==> src/rtl/lsu_n.sv <==
// Load/store unit: single-outstanding word-port transactions with lane steering and load extension.
// LSU_MISALIGN_TRAP_EN: misaligned requests complete without a memory access and pulse misalign_o.
module lsu_n #(
    parameter int unsigned n = 32
) (
    input  logic         clk_i,
    input  logic         rst_ni,
    input  logic         req_valid_i,
    output logic         req_ready_o,
    input  logic [3:0]   lsu_op_i,
    input  logic [n-1:0] addr_i,
    input  logic [n-1:0] store_data_i,
    output logic         mem_req_o,
    output logic         mem_we_o,
    output logic [n-1:0] mem_addr_o,
    output logic [3:0]   mem_be_o,
    output logic [n-1:0] mem_wdata_o,
    input  logic         mem_gnt_i,
    input  logic         mem_rvalid_i,
    input  logic [n-1:0] mem_rdata_i,
    output logic         done_o,
    output logic         ld_valid_o,
    output logic [n-1:0] ld_data_o,
    output logic         misalign_o
);

`ifdef LSU_MISALIGN_TRAP_EN
    localparam bit TRAP = 1'b1;
`else
    localparam bit TRAP = 1'b0;
`endif

    typedef enum logic [1:0] {IDLE, REQ, WAIT_R, DONE} state_t;

    state_t       state_q, state_d;
    logic         legal, mis_d, trap_d, accept, capture;
    logic [1:0]   a;
    logic [3:0]   be_d;
    logic [n-1:0] wdata_d, ld_ext;
    logic [2:0]   op_q;
    logic [1:0]   lane_q;
    logic         load_q, trap_q;
    logic [7:0]   byte_sel;
    logic [15:0]  half_sel;

    assign a       = addr_i[1:0];
    assign accept  = req_valid_i & req_ready_o;
    assign trap_d  = TRAP && mis_d;
    assign capture = mem_rvalid_i & ((state_q == WAIT_R) | ((state_q == REQ) & mem_gnt_i & load_q));

    // Request decode: legality, lane enables, replicated write data, misalignment
    always_comb begin
        legal   = 1'b0;
        be_d    = 4'b1111;
        wdata_d = store_data_i;
        mis_d   = 1'b0;
        case (lsu_op_i)
            4'd0, 4'd1, 4'd2, 4'd4, 4'd5, 4'd8, 4'd9, 4'd10: legal = 1'b1;
            default: legal = 1'b0;
        endcase
        case (lsu_op_i[1:0])
            2'b00: begin
                be_d    = 4'b0001 << a;
                wdata_d = {(n/8){store_data_i[7:0]}};
            end
            2'b01: begin
                be_d    = 4'b0011 << {a[1], 1'b0};
                wdata_d = {(n/16){store_data_i[15:0]}};
                mis_d   = a[0];
            end
            default: begin
                be_d    = 4'b1111;
                wdata_d = store_data_i;
                mis_d   = |a;
            end
        endcase
    end

    // Load lane select; misaligned halves use lane[1] only, words always lane 0
    always_comb begin
        byte_sel = mem_rdata_i[{lane_q, 3'b000} +: 8];
        half_sel = mem_rdata_i[{lane_q[1], 4'b0000} +: 16];
        case (op_q[1:0])
            2'b00:   ld_ext = {{(n-8){byte_sel[7] & ~op_q[2]}}, byte_sel};
            2'b01:   ld_ext = {{(n-16){half_sel[15] & ~op_q[2]}}, half_sel};
            default: ld_ext = mem_rdata_i;
        endcase
    end

    always_comb begin
        state_d     = state_q;
        req_ready_o = 1'b0;
        mem_req_o   = 1'b0;
        done_o      = 1'b0;
        ld_valid_o  = 1'b0;
        misalign_o  = 1'b0;
        case (state_q)
            IDLE: begin
                req_ready_o = 1'b1;
                if (req_valid_i)
                    state_d = (!legal || trap_d) ? DONE : REQ;
            end
            REQ: begin
                mem_req_o = 1'b1;
                if (mem_gnt_i)
                    state_d = (!load_q || mem_rvalid_i) ? DONE : WAIT_R;
            end
            WAIT_R: begin
                if (mem_rvalid_i)
                    state_d = DONE;
            end
            DONE: begin
                done_o     = 1'b1;
                ld_valid_o = load_q;
                misalign_o = trap_q;
                state_d    = IDLE;
            end
            default: state_d = IDLE;
        endcase
    end

    always_ff @(posedge clk_i or negedge rst_ni) begin
        if (!rst_ni) begin
            state_q     <= IDLE;
            mem_we_o    <= 1'b0;
            mem_addr_o  <= '0;
            mem_be_o    <= '0;
            mem_wdata_o <= '0;
            ld_data_o   <= '0;
            op_q        <= '0;
            lane_q      <= '0;
            load_q      <= 1'b0;
            trap_q      <= 1'b0;
        end else begin
            state_q <= state_d;
            if (accept) begin
                mem_addr_o  <= {addr_i[n-1:2], 2'b00};
                mem_be_o    <= be_d;
                mem_wdata_o <= wdata_d;
                mem_we_o    <= legal & lsu_op_i[3] & ~trap_d;
                op_q        <= lsu_op_i[2:0];
                lane_q      <= a;
                load_q      <= legal & ~lsu_op_i[3] & ~trap_d;
                trap_q      <= legal & trap_d;
            end
            if (capture)
                ld_data_o <= ld_ext;
        end
    end

endmodule

==> config.mk <==
export PLATFORM = sky130hd
export DESIGN_NAME = lsu_n
export DESIGN_NICKNAME = d
export VERILOG_FILES = /design/src/rtl/lsu_n.sv
export SDC_FILE = /design/constraint.sdc
export NUM_CORES = 1
export LEC_CHECK = 0
export CAP_MARGIN = 20
export CORE_UTILIZATION = 65
export CTS_BUF_LIST = sky130_fd_sc_hd__clkbuf_2 sky130_fd_sc_hd__clkbuf_4 sky130_fd_sc_hd__clkbuf_8
export CTS_CLUSTER_SIZE = 10
export DETAILED_ROUTE_END_ITERATION = 6
export DONT_BUFFER_PORTS = 1
export PLACE_DENSITY = 0.89
export SYNTH_ARGS = -nofsm -noshare
export SYNTH_HDL_FRONTEND = slang
export SYNTH_SLANG_ARGS = --single-unit
export TNS_END_PERCENT = 20
==> constraint.sdc <==
create_clock -name clk_i -period 3.5 [get_ports clk_i]
set_input_delay 0.7 -clock clk_i [delete_from_list [all_inputs] [get_ports clk_i]]
set_output_delay 0.7 -clock clk_i [all_outputs]
set_load 0.01 [all_outputs]
# Yosys cells after proc, flatten, opt, wreduce, memory -nomap -nowiden
# Memory sizes are Yosys's and may differ from the RTL's.
# Cells that the tools add are included.
# Widths: inputs -> output; s select.
word_totals:
  mem_count: 1
  register_bits: 107
  wordCells: 52
  romBits: 16
memory_table:
  columns: ["memory", "words", "width", "rd", "rd_ports_with_merged_regs", "wr", "line_no", "text"]
  rows:
  - ["(name not given)", 16, 1, 1, 0, 0, "57", "case (lsu_op_i)"]
op_classes:
  n_eq_ne: 8
  mux: 13
  bitwise_logic: 11
  n_reduce_logical: 6
  shifts: 4
op_table:
  columns: ["op", "count"]
  rows:
  - ["$pmux 32 s2", 2]
  - ["$shiftx 32x6->16", 1]
  - ["$shiftx 32x6->8", 1]
  - ["$and 1x1->1", 8]
  - ["$mux 2", 4]
  - ["$pmux 2 s4", 1]
  - ["$pmux 4 s2", 1]
  - ["$eq 2x1->1 const B", 3]
  - ["$logic_not 2->1", 3]
  - ["$ne 2x2->1 const B", 3]
  - ["$mux 1", 5]
  - ["$eq 2x2->1 const B", 2]
  - ["$shl 1x2->4 const A", 1]
  - ["$shl 2x2->4 const A", 1]
  - ["$reduce_and 3->1", 1]
  - ["$not 1->1", 2]
  - ["$logic_not 1->1", 1]
  - ["$logic_or 1x1->1", 1]
  - ["$or 1x1->1", 1]

# Longest topological paths before layout
# Gate-level depths: netlist (run 1).
depth:
  word_depth: 5
  depth_mapped: 8
  depth_no_buf: 6

# Worst setup path after synthesis (run 1)
# No wires, ideal clock.
synth_path:
  path_kind: "register -> register"
  from: "reg state_q[1]"
  to: "reg ld_data_o[13]"
  synth_period_minus_slack_ns: 1.940
  setup_slack_ns: 1.560
  arrival_ns: 1.869
  setup_ns: 0.071
  required_ns: 3.429
  path_stages_with_launch: 7
  path_cell_list: "dfrtp_1 > inv_1 > ha_1 > a31oi_2 > nand2b_1 > or4b_2 > nand4_1"
synth_via:
  elab_chain_cells: 5
  elab_cells_between_ends: 6
  cone_classes: "eq/ne: 2; bitwise: 4"
synth_lines:
  columns: ["element", "line_no", "text"]
  rows:
  - ["from (decl)", "35", "state_t state_q, state_d;"]
  - ["from (signal assigned)", "135", "state_q <= state_d;"]
  - ["$eq 2x1->1", "49", "assign capture = mem_rvalid_i & ((state_q == WAIT_R) | ((state_q == REQ) & mem_gnt_i & load_q));"]
  - ["$and 1x1->1 (2 in a row)", "49", null]
  - ["$or 1x1->1 *", "49", null]
  - ["$and 1x1->1 *", "49", null]
  - ["to (signal assigned)", "147", "ld_data_o <= ld_ext;"]
  - ["to (decl)", "23", "output logic [n-1:0] ld_data_o,"]
# Every way passes the cells marked *; elsewhere a longest branch is shown, timed or not.
# A chain may end at the register's enable or synchronous reset.

# Worst setup path after layout (run 1)
layout_path:
  from: "reg state_q[1]"
  to: "reg ld_data_o[31]"
# Same word-level chain as after synthesis.

==> metrics.md, run 1 <==
| Metric | Value |
|---|---|
| Multi-input logic area | `0.00219 mm²` |
| Layout filler cell count | `498` |
| Area delta synth->final | `6.20%` |
| Worst skew pair latency | `0.36 ns` |
| Final setup TNS | `0 ns` |
| Placement Setup Slack | `0.831 ns` |
| Row cnt | `31` |
| Setup bufs post-CTS | `0` |
| Starting Density | `68.5%` |
| Tot GR Track Use | `28.8%` |
| Worst hold slack | `0.0262 ns` |
| Tcrit/Tclk final | `76.2%` |
| Largest net degree at the start of global routing | `108` |
| Number of synthesized flops with an enable pin | `0` |
| Die Width | `90.1 µm` |
| DIE AREA | `0.00812 mm²` |
| Total number of vias | `3635` |
| Minimum clock period | `2.67 ns` |
| Final hold vios | `0` |
| Final wirelength | `11900 µm` |
| Asr flop ratio synth | `100%` |
| 1st-iter DRT viols | `224` |
| Max Cap Violations | `0` |
| H-Tree Depth | `3` |
| Seq cells post-synth | `107` |
| Worst vdd ir | `0.446 mV` |
| Most frequent cells in the layout | `dfrtp_1, nand2_1, mux2_2, o21ai_0, mux2i_1` |
| Leak pwr | `0.00242 µW` |
| Die span in y | `90.1 µm` |
| Drt pass-1 iters | `4` |
| Port buffer count | `0` |
| Share of layout cells above drive strength 1 | `16.5%` |
| Setup Skew | `0.0149 ns` |
| Gr ovfl total | `0` |
| Syn_area_per_cell | `10.6 µm²` |
| Hold Crit Class | `in -> async` |
| Final WS setup | `0.833 ns` |
| Worst path slowest cell | `nand2b_1` |
| Synthesized area | `0.00505 mm²` |
| Bufs on Longest Clock Path | `2` |
| Initial antenna violation count | `0` |
| Outcome | `complete, no violations` |
| Main synth FF type | `dfrtp_1` |
| WL per Instance | `21.1 µm` |
| Power Dens Cells | `911 mW/mm²` |
| Sequential area share after synthesis | `53.1%` |
| Distinct cells, synth | `45` |
| RSZ-0062 raised after global routing | `false` |
| Critical path type | `reg -> reg` |
| # clock sinks | `107` |
| Num CTS Buffers | `9` |
| Total Power | `4880 µW` |
| Setup Viol. Count Final | `0` |
| Clock slew at reported path FFs | `0.10 ns` |
| Type of origin of the critical path | `register` |
| Placeable Area | `0.00737 mm²` |
| F_max | `375 MHz` |
| Fin nets | `572` |
| Post-route ant nets | `0` |
| CP Capture Type | `register` |
| Root buffer cell | `clkbuf_8` |
| First-pass GRT wire length | `18500 µm` |
| Max-Slew Margin vs Limit | `27.3%` |
| Detailed-placement wirelength estimate | `8290 µm` |
| Final Slew Violations | `0` |
| Slew at the pin closest to its max-slew limit | `1.07 ns` |
| Post-route DRC | `0` |
| Gate Count Post-Synth | `475` |
| Reg area | `0.00268 mm²` |
| CP max FO | `20` |
| Via-per-instance ratio | `6.42` |
| Slowest stage delay, CP | `0.59 ns` |
| Yosys warnings | `0` |
| CTS tree | `built` |
| Critical Path, Cell by Cell | `inv_1 > ha_1 > a31oi_2 > nand2b_1 > a2111o_1 > o211ai_1` |
| IO Pins | `211` |
| Antenna Diode Count | `0` |
| Commonest non-fill, non-tap cell in the layout | `dfrtp_1` |
| Routability cong. | `0.857` |
| CP Data Required Time | `3.71 ns` |
| Critical Path AT | `2.88 ns` |
| Vias in the first global route | `3712` |
[final timing paths]
path	startpoint	to	slack (ns)	cells past startpoint
worst min-delay path	rst_ni	mem_wdata_o[27]	0.03	0
worst min register to register	mem_wdata_o[22]	mem_wdata_o[22]	0.57	2
worst max-delay path	state_q[1]	ld_data_o[31]	0.83	6
min in group clk_i	lsu_op_i[3]	load_q	0.42	1
max in group asynchronous	rst_ni	mem_wdata_o[9]	2.11	1
worst max register to register	state_q[1]	ld_data_o[31]	0.83	6
[kinds of logic (layout without fill, tap and decap cells)]
kind of cell	Yosys count	count (layout)	share of synthesized area, %
other cells	1	3	0.0743
fa+ha+maj	5	5	1.24
flops	107	107	53.1
simple gates	147	147	12.8
compound gates	89	89	11.4
buf+inv	45	35	3.89
mux	81	81	17.5
[per-layer routing]
metal  up-vias  GRT usage, %  routed length (µm)
met1      1739          33.0                4500
met3        25          11.5                1350
met5         -             0                   0
met2       231          49.2                5830
met4         0          9.41                 269
li1       1640             -                   -
[state kept, by name, summed over array words and instances, names as in the netlist]
name	cells
lane_q	2
mem_we_o	1
mem_addr_o	30
mem_wdata_o	32
op_q	3
state_q	2
mem_be_o	4
load_q	1
ld_data_o	32
[cell type report]
cell class              instances  area share [%]
well taps                      99            2.31
clock buffers                   9            2.31
clock inverters                 7            1.40
multi-input cells             325            40.8
repair buffers                 10            2.57
inverters                       9           0.630
flip-flops and latches        107            50.0
[timing repair]
action	in CTS	in global routing
hold endpoints to repair	0	66
gates resized for setup	0	0
hold buffers	0	5
[cell usage after synthesis (2+ instances only)]
| library cell | number | area share (%) |
|---|---|---|
| nor2b_1 | 2 | 0.25 |
| nand2b_1 | 6 | 0.74 |
| nand3_1 | 27 | 2.7 |
| ha_1 | 5 | 1.2 |
| mux2i_1 | 31 | 6.1 |
| buf_2 | 7 | 0.69 |
| o31ai_1 | 4 | 0.60 |
| a31oi_1 | 6 | 0.74 |
| clkbuf_1 | 23 | 1.7 |
| nor2_1 | 23 | 1.7 |
| dfrtp_1 | 107 | 53 |
| o22a_1 | 7 | 1.2 |
| inv_1 | 8 | 0.60 |
| mux2_2 | 49 | 11 |
| a221oi_1 | 7 | 1.2 |
| o211ai_1 | 3 | 0.45 |
| buf_4 | 3 | 0.45 |
| nor3_1 | 6 | 0.60 |
| a22oi_1 | 6 | 0.89 |
| a21oi_1 | 15 | 1.5 |
| buf_1 | 2 | 0.15 |
| nand2_1 | 74 | 5.5 |
| o21ai_0 | 32 | 3.2 |
[metrics by stage]
stage / cells / instance area, µm² / utilization [%]
detailed placement: 544 / 5060 / 68.7
finish: 566 / 5360 / 72.7
floorplan: 477 / 5050 / -
global placement: 544 / 5060 / 68.7
global route: 566 / 5360 / 72.7
CTS: 560 / 5260 / 71.4
[critical path: cells and delay by family, from the launching register on]
kind,cells,cell delay [ns]
AOI/OAI and AO/OA,3,1.16
adders and majority gates,1,0.26
buffers and inverters,1,0.11
DFF,1,0.41
and+or+nand+nor,1,0.59
[power by group]
part / internal [µW] / switching [µW] / leakage [µW] / total (µW)
logic: 738 / 796 / 0.00102 / 1530
clock network: 337 / 427 / 0.000104 / 763
registers: 1830 / 754 / 0.00130 / 2590
total: 2910 / 1980 / 0.00242 / 4880
Note: power is estimated with default switching activity, not from simulation.
==> run 2: changes to the inputs <==
--- a/config.mk
+++ b/config.mk
@@ -5,6 +5,7 @@
 export SDC_FILE = /design/constraint.sdc
 export NUM_CORES = 1
 export LEC_CHECK = 0
+export ABC_AREA = 1
 export CAP_MARGIN = 20
 export CORE_UTILIZATION = 65
 export CTS_BUF_LIST = sky130_fd_sc_hd__clkbuf_2 sky130_fd_sc_hd__clkbuf_4 sky130_fd_sc_hd__clkbuf_8
==> constraint.sdc (replaced) <==
create_clock -name clk_i -period 2.77 [get_ports clk_i]
set_input_delay 0.554 -clock clk_i [delete_from_list [all_inputs] [get_ports clk_i]]
set_output_delay 0.554 -clock clk_i [all_outputs]
set_load 0.01 [all_outputs]
==> metrics.md, run 2 <==
| Metric | Value |
|---|---|
| RSZ-0062 raised after global routing | `false` |
| Reg2Reg Depth | `8 (+2)` |
| Critical Path, Cell by Cell | `inv_1 > ha_1 > nand3_1 > nand2_1 > nand2_1 > inv_1 > nor2_1 > a21oi_4` |
| Finished Cell Area | `0.00534 mm² (-0.42%)` |
| Main synth FF type | `dfrtp_1` |
| # clock sinks | `107 (unchanged)` |
| Leak pwr | `0.00281 µW (+16%)` |
| Setup Viol. Count Final | `0 (unchanged)` |
| Via-per-instance ratio | `5.84 (-9.0%)` |
| Final Slew Violations | `0 (unchanged)` |
| Initial antenna violation count | `0 (unchanged)` |
| Fin util | `69.4% (-3.3 points)` |
| Final hold vios | `107 (+107)` |
| Distinct cells, synth | `29 (-36%)` |
| Grt met3 use | `9.60% (-1.9 points)` |
| Detailed-placement wirelength estimate | `8710 µm (+5.0%)` |
| Final wirelength | `12300 µm (+2.7%)` |
| RR Startpoint | `state_q[1]` |
| Grt peak-use layer | `met2` |
| Max Cap Violations | `0 (unchanged)` |
| Setup bufs post-CTS | `0 (unchanged)` |
| WL per Instance | `16.7 µm (-21%)` |
| Total number of vias | `4288 (+18%)` |
| Starting Density | `66.8% (-1.6 points)` |
| Worst skew pair latency | `0.37 ns (about the same)` |
| Power Dens Cells | `1180 mW/mm² (+30%)` |
| H-Tree Depth | `3 (unchanged)` |
| Worst path slowest cell | `inv_1` |
| Post-synth top area share | `52.1% (-0.94 points)` |
| Sequential area share after synthesis | `52.1% (-0.94 points)` |
| CP Data Required Time | `3.08 ns (-0.63 ns)` |
| Most frequent cells in the layout | `nand2_1, dfrtp_1, a21oi_1, o21ai_0, nor2_1` |
| Worst vdd ir | `0.555 mV (+24%)` |
| Die span in y | `90.9 µm (+0.88%)` |
| Drt pass-1 iters | `4 (unchanged)` |
| Top Registers | `ld_data_o (32), mem_wdata_o (32), mem_addr_o (30)` |
| CP Capture Type | `register` |
| Seq cells post-synth | `107 (unchanged)` |
| Post-route DRC | `0 (unchanged)` |
| DIE AREA | `0.00826 mm² (+1.8%)` |
| Clock slew at reported path FFs | `0.10 ns (about the same)` |
| Multi-input logic area | `0.00219 mm² (about the same)` |
| Synth area leaders | `dfrtp_1, nand2_1, a21oi_1` |
| Vias in the first global route | `4160 (+12%)` |
| Die Width | `90.9 µm (+0.88%)` |
| Syn_area_per_cell | `7.99 µm² (-25%)` |
| Placeable Area | `0.00769 mm² (+4.3%)` |
| CP max FO | `24 (+20%)` |
| CTS tree | `built` |
| Minimum clock period | `1.93 ns (-0.734 ns)` |
| Layout filler cell count | `608 (+22%)` |
| Gr ovfl total | `0 (unchanged)` |
| First-pass GRT wire length | `19600 µm (+6.2%)` |
| Fin nets | `737 (+29%)` |
| Asr flop ratio synth | `100% (unchanged)` |
| Worst R2R Setup Slack | `0.84 ns (about the same)` |
| Setup Skew | `0.0173 ns (+0.00233 ns)` |
| Hold Crit Class | `in -> async` |
| Max-Slew Margin vs Limit | `52.1% (+25 points)` |
| Row cnt | `32 (+3.2%)` |
| Most area-hungry cell type in the Yosys netlist | `dfrtp_1` |
| Critical Path AT | `2.24 ns (-0.64 ns)` |
| 1st-iter DRT viols | `350 (+56%)` |
| Met1 Resource Use GR | `36.2% (+3.2 points)` |
| Share of layout cells above drive strength 1 | `7.12% (-9.4 points)` |
| Reg area | `0.00268 mm² (unchanged)` |
| Top cells by count, synth | `nand2_1, dfrtp_1, a21oi_1` |
| Area delta synth->final | `3.87%` |
| Post-route ant nets | `0 (unchanged)` |
| Most frequent cell after synthesis | `nand2_1` |
| Synthesized area | `0.00514 mm² (+1.8%)` |
| Tot GR Track Use | `30.4% (+1.6 points)` |
| DP Area | `0.00515 mm² (+1.7%)` |
| F_max | `517 MHz (+38%)` |
| Met2 Track Usage GR | `49.0% (-0.18 points)` |
| Port buffer count | `0 (unchanged)` |
| Critical R2R Capture | `ld_data_o[23]` |
| Violated checks | `hold timing` |
| IO Pins | `211 (unchanged)` |
| Gate Count Post-Synth | `643 (+35%)` |
| Critical path type | `reg -> reg` |
| Final setup TNS | `0 ns (unchanged)` |
| Resized Gates After CTS | `0 (unchanged)` |
| Routability cong. | `0.848 (-1.1%)` |
| Number of synthesized flops with an enable pin | `0 (unchanged)` |
| Tcrit/Tclk final | `69.8% (-6.4 points)` |
| Root buffer cell | `clkbuf_8` |
| Num CTS Buffers | `9 (unchanged)` |
| Type of origin of the critical path | `register` |
| Slew at the pin closest to its max-slew limit | `0.718 ns (-0.356 ns)` |
| Outcome | `finished, violations left` |
| Bufs on Longest Clock Path | `2 (unchanged)` |
| Worst hold slack | `-0.136 ns (-0.162 ns)` |
| Slowest stage delay, CP | `0.53 ns (-0.06 ns)` |
| Largest net degree at the start of global routing | `108 (unchanged)` |
| Antenna Diode Count | `0 (unchanged)` |
| Yosys warnings | `0 (unchanged)` |
| Commonest non-fill, non-tap cell in the layout | `nand2_1` |
## run 2: changes by cell type in the layout (fill, tap and decap cells not counted), moves of 7 or more
cell / delta
a21oi_1: +45
nor2_1: +20
inv_1: +17
nand3_1: -18
a221oi_1: -7
a21oi_4: +10
nand2_1: +201
mux2i_1: -31
mux2_2: -49
o22a_1: -7
o21ai_0: +18
## run 2: kinds of logic (layout without fill, tap and decap cells)
logic type               Yosys count  after routing  synth area share (%)
flip-flops                       107            107                  52.1
other                              1              3                0.0730
AND/OR/NAND/NOR                  336            336                  25.9
adder cells (fa/ha/maj)            5              5                  1.22
buffers and inverters             64             51                  5.48
AO/OA/AOI/OAI                    130            130                  15.2
## run 2: per-stage QoR
| stage | hold WS (ns) | cells | power (µW) | worst slack [ns] |
|---|---|---|---|---|
| 5_1_grt | -0.168 | 734 | 6790 | 0.652 |
| 6_report | -0.136 | 734 | 6320 | 0.837 |
| 2_1_floorplan | 0.258 | 645 | 4890 | 1.20 |
| 4_1_cts | -0.141 | 734 | 6320 | 0.825 |
| 3_5_place_dp | 0.261 | 718 | 5430 | 0.858 |
| 3_3_place_gp | 0.261 | 718 | 5280 | 0.927 |
## run 2: metal layers
layer  routed length [µm]  vias up
met5                    0        -
met4                  589        0
met3                 1130       53
met2                 5970      258
met1                 4580     1977
li1                     -     2000
## run 2: worst max-delay path by stage
stage	cells after the start	start	to	slack, ns
after global routing	8	state_q[1]	ld_data_o[16]	0.65
after detailed placement	8	state_q[1]	ld_data_o[28]	0.86
after CTS	8	state_q[1]	ld_data_o[23]	0.83
after floorplan	8	state_q[0]	mem_addr_o[11]	1.20
after global placement	8	state_q[1]	ld_data_o[28]	0.93
final	8	state_q[1]	ld_data_o[23]	0.84
## run 2: area by class of cell
cell class | instances | area share [%]
clock inverter | 4 | 0.610
tap | 102 | 2.39
inverter | 28 | 1.97
clock buffer | 12 | 2.86
multi-input combinational | 474 | 41.0
sequential | 107 | 50.2
timing repair buffer | 7 | 0.985
## run 2: power breakdown
group,total [µW],leakage [µW],internal [µW],switching (µW)
Combinational,2190,0.00141,787,1400
Clock,908,0.0000905,379,528
Sequential,3220,0.00130,2310,914
## run 2: worst max-delay path: cells and delay by family, from the launching register on
| kind | cells | cell delay (ns) |
|---|---|---|
| adder cells (fa/ha/maj) | 1 | 0.26 |
| AO/OA/AOI/OAI | 1 | 0.14 |
| buffers and inverters | 2 | 0.66 |
| flip-flops | 1 | 0.42 |
| AND/OR/NAND/NOR | 4 | 0.39 |
==> run 3: changes to the inputs <==
==> constraint.sdc (replaced) <==
create_clock -name clk_i -period 2 [get_ports clk_i]
set_input_delay 0.4 -clock clk_i [delete_from_list [all_inputs] [get_ports clk_i]]
set_output_delay 0.4 -clock clk_i [all_outputs]
set_load 0.01 [all_outputs]
==> metrics.md, run 3 (same netlist as run 2, synthesis figures left out) <==
| Metric | Value |
|---|---|
| Hold Crit Class | `in -> async` |
| Commonest non-fill, non-tap cell in the layout | `nand2_1` |
| Starting Density | `66.8% (unchanged)` |
| Final wirelength | `12300 µm (+0.37%)` |
| Power Dens Cells | `1640 mW/mm² (+39%)` |
| CTS tree | `built` |
| Setup Skew | `0.0187 ns (+0.00140 ns)` |
| Tcrit/Tclk final | `91.3% (+21 points)` |
| Port buffer count | `0 (unchanged)` |
| Fin util | `69.6% (+0.15 points)` |
| CP Capture Type | `register` |
| Clock slew at reported path FFs | `0.11 ns (about the same)` |
| F_max | `548 MHz (+5.9%)` |
| Outcome | `finished, violations left` |
| Largest net degree at the start of global routing | `108 (unchanged)` |
| Critical Path, Cell by Cell | `inv_1 > ha_1 > nand3_1 > nand2_1 > nand2_1 > clkinvlp_4 > nor2_1 > a21oi_4` |
| Setup bufs post-CTS | `0 (unchanged)` |
| Critical path's most frequent cell | `nand2_1` |
| Bufs on Longest Clock Path | `2 (unchanged)` |
| Placeable Area | `0.00769 mm² (unchanged)` |
| Fin nets | `737 (unchanged)` |
| Root buffer cell | `clkbuf_8` |
| Initial antenna violation count | `0 (unchanged)` |
| Row cnt | `32 (unchanged)` |
| Final Slew Violations | `0 (unchanged)` |
| Tot GR Track Use | `30.5% (+0.14 points)` |
| Post-route DRC | `0 (unchanged)` |
| Antenna Diode Count | `0 (unchanged)` |
| Critical path type | `reg -> reg` |
| Worst hold slack | `-0.294 ns (-0.158 ns)` |
| Slowest stage delay, CP | `0.40 ns (-0.13 ns)` |
| Num CTS Buffers | `9 (unchanged)` |
| Most frequent cells in the layout | `nand2_1, dfrtp_1, a21oi_1, o21ai_0, nor2_1` |
| RSZ-0062 raised after global routing | `true` |
| Finished Cell Area | `0.00535 mm² (+0.21%)` |
| DIE AREA | `0.00826 mm² (unchanged)` |
| Leak pwr | `0.00280 µW (-0.18%)` |
| CP max FO | `24 (unchanged)` |
| Slew at the pin closest to its max-slew limit | `0.541 ns (-0.177 ns)` |
| Die Width | `90.9 µm (unchanged)` |
| Top Registers | `ld_data_o (32), mem_wdata_o (32), mem_addr_o (30)` |
| H-Tree Depth | `3 (unchanged)` |
| Drt pass-1 iters | `7 (+3)` |
| CP Data Required Time | `2.26 ns (-0.82 ns)` |
| WL per Instance | `16.8 µm (+0.37%)` |
| Via-per-instance ratio | `5.82 (-0.33%)` |
| Gr ovfl total | `0 (unchanged)` |
| Share of layout cells above drive strength 1 | `7.28% (+0.16 points)` |
| Type of origin of the critical path | `register` |
| Area delta synth->final | `4.09%` |
| 1st-iter DRT viols | `337 (-3.7%)` |
| Max Cap Violations | `0 (unchanged)` |
| DP Area | `0.00516 mm² (+0.24%)` |
| Critical Path AT | `2.08 ns (-0.16 ns)` |
| Violated checks | `hold timing` |
| Vias in the first global route | `4340 (+4.3%)` |
| # clock sinks | `107 (unchanged)` |
| Worst path slowest cell | `dfrtp_1` |
| Worst skew pair latency | `0.37 ns (about the same)` |
| Setup Viol. Count Final | `0 (unchanged)` |
| Routability cong. | `0.878 (+3.6%)` |
| Minimum clock period | `1.83 ns (-0.108 ns)` |
| Worst vdd ir | `0.800 mV (+44%)` |
| Detailed-placement wirelength estimate | `8540 µm (-2.0%)` |
| First-pass GRT wire length | `20100 µm (+2.3%)` |
| Total number of vias | `4274 (-0.33%)` |
| Max-Slew Margin vs Limit | `63.8% (+12 points)` |
| Die span in y | `90.9 µm (unchanged)` |
| IO Pins | `211 (unchanged)` |
| Post-route ant nets | `0 (unchanged)` |
| Final hold vios | `107 (unchanged)` |
-- run 3: path summary, 6_finish.rpt --
check | from | endpoint | slack [ns] | cells past startpoint
setup / recovery | state_q[1] | ld_data_o[23] | 0.17 | 8
hold / removal | rst_ni | ld_data_o[28] | -0.29 | 0
setup reg to reg | state_q[1] | ld_data_o[23] | 0.17 | 8
hold reg to reg | mem_addr_o[29] | mem_addr_o[29] | 0.56 | 2
max in group asynchronous | rst_ni | mem_we_o | 2.07 | 0
min in group clk_i | addr_i[19] | mem_addr_o[19] | 0.14 | 2
-- run 3: layout make-up --
class / count / area (µm²)
clock buffer: 11 / 139
clock inverter: 5 / 37.5
fill: 638 / 2340
inverter: 28 / 109
multi-input combinational: 474 / 2190
sequential: 107 / 2680
tap: 102 / 128
timing repair buffer: 7 / 68.8
-- run 3: critical path: cells and delay by family (launching register included) --
kind,cells,cell delay (ns)
fa+ha+maj,1,0.21
buf+inv,2,0.48
flops,1,0.40
compound gates,1,0.04
simple gates,4,0.59
-- run 3: power breakdown --
part	leakage (µW)	switching, µW	internal [µW]	total, µW
Clock	0.0000868	741	487	1230
Combinational	0.00141	1990	1120	3110
Sequential	0.00130	1240	3200	4440
Total	0.00280	3980	4800	8780
-- run 3: routing by layer --
metal  vias up  track usage, %  routed length (µm)
met5         -               0                   0
met4         0            13.0                 368
met3        38            8.08                1120
met2       258            50.4                6040
met1      1979            38.0                4790
li1       1999               -                   -
-- run 3: timing repair --
item                                    CTS  global route
endpoints found under the setup margin    0            23
hold endpoints to repair                107           107
gates resized for setup                   0             2
-- run 3: stage by stage --
step / worst slack [ns] / instances / total power (µW) / setup TNS [ns]
3_5_place_dp: 0.131 / 718 / 7550 / 0
4_1_cts: 0.120 / 734 / 8770 / 0
3_3_place_gp: 0.255 / 718 / 7340 / 0
5_1_grt: -0.0190 / 734 / 9400 / -0.0214
6_report: 0.175 / 734 / 8780 / 0
2_1_floorplan: 0.430 / 645 / 6780 / 0
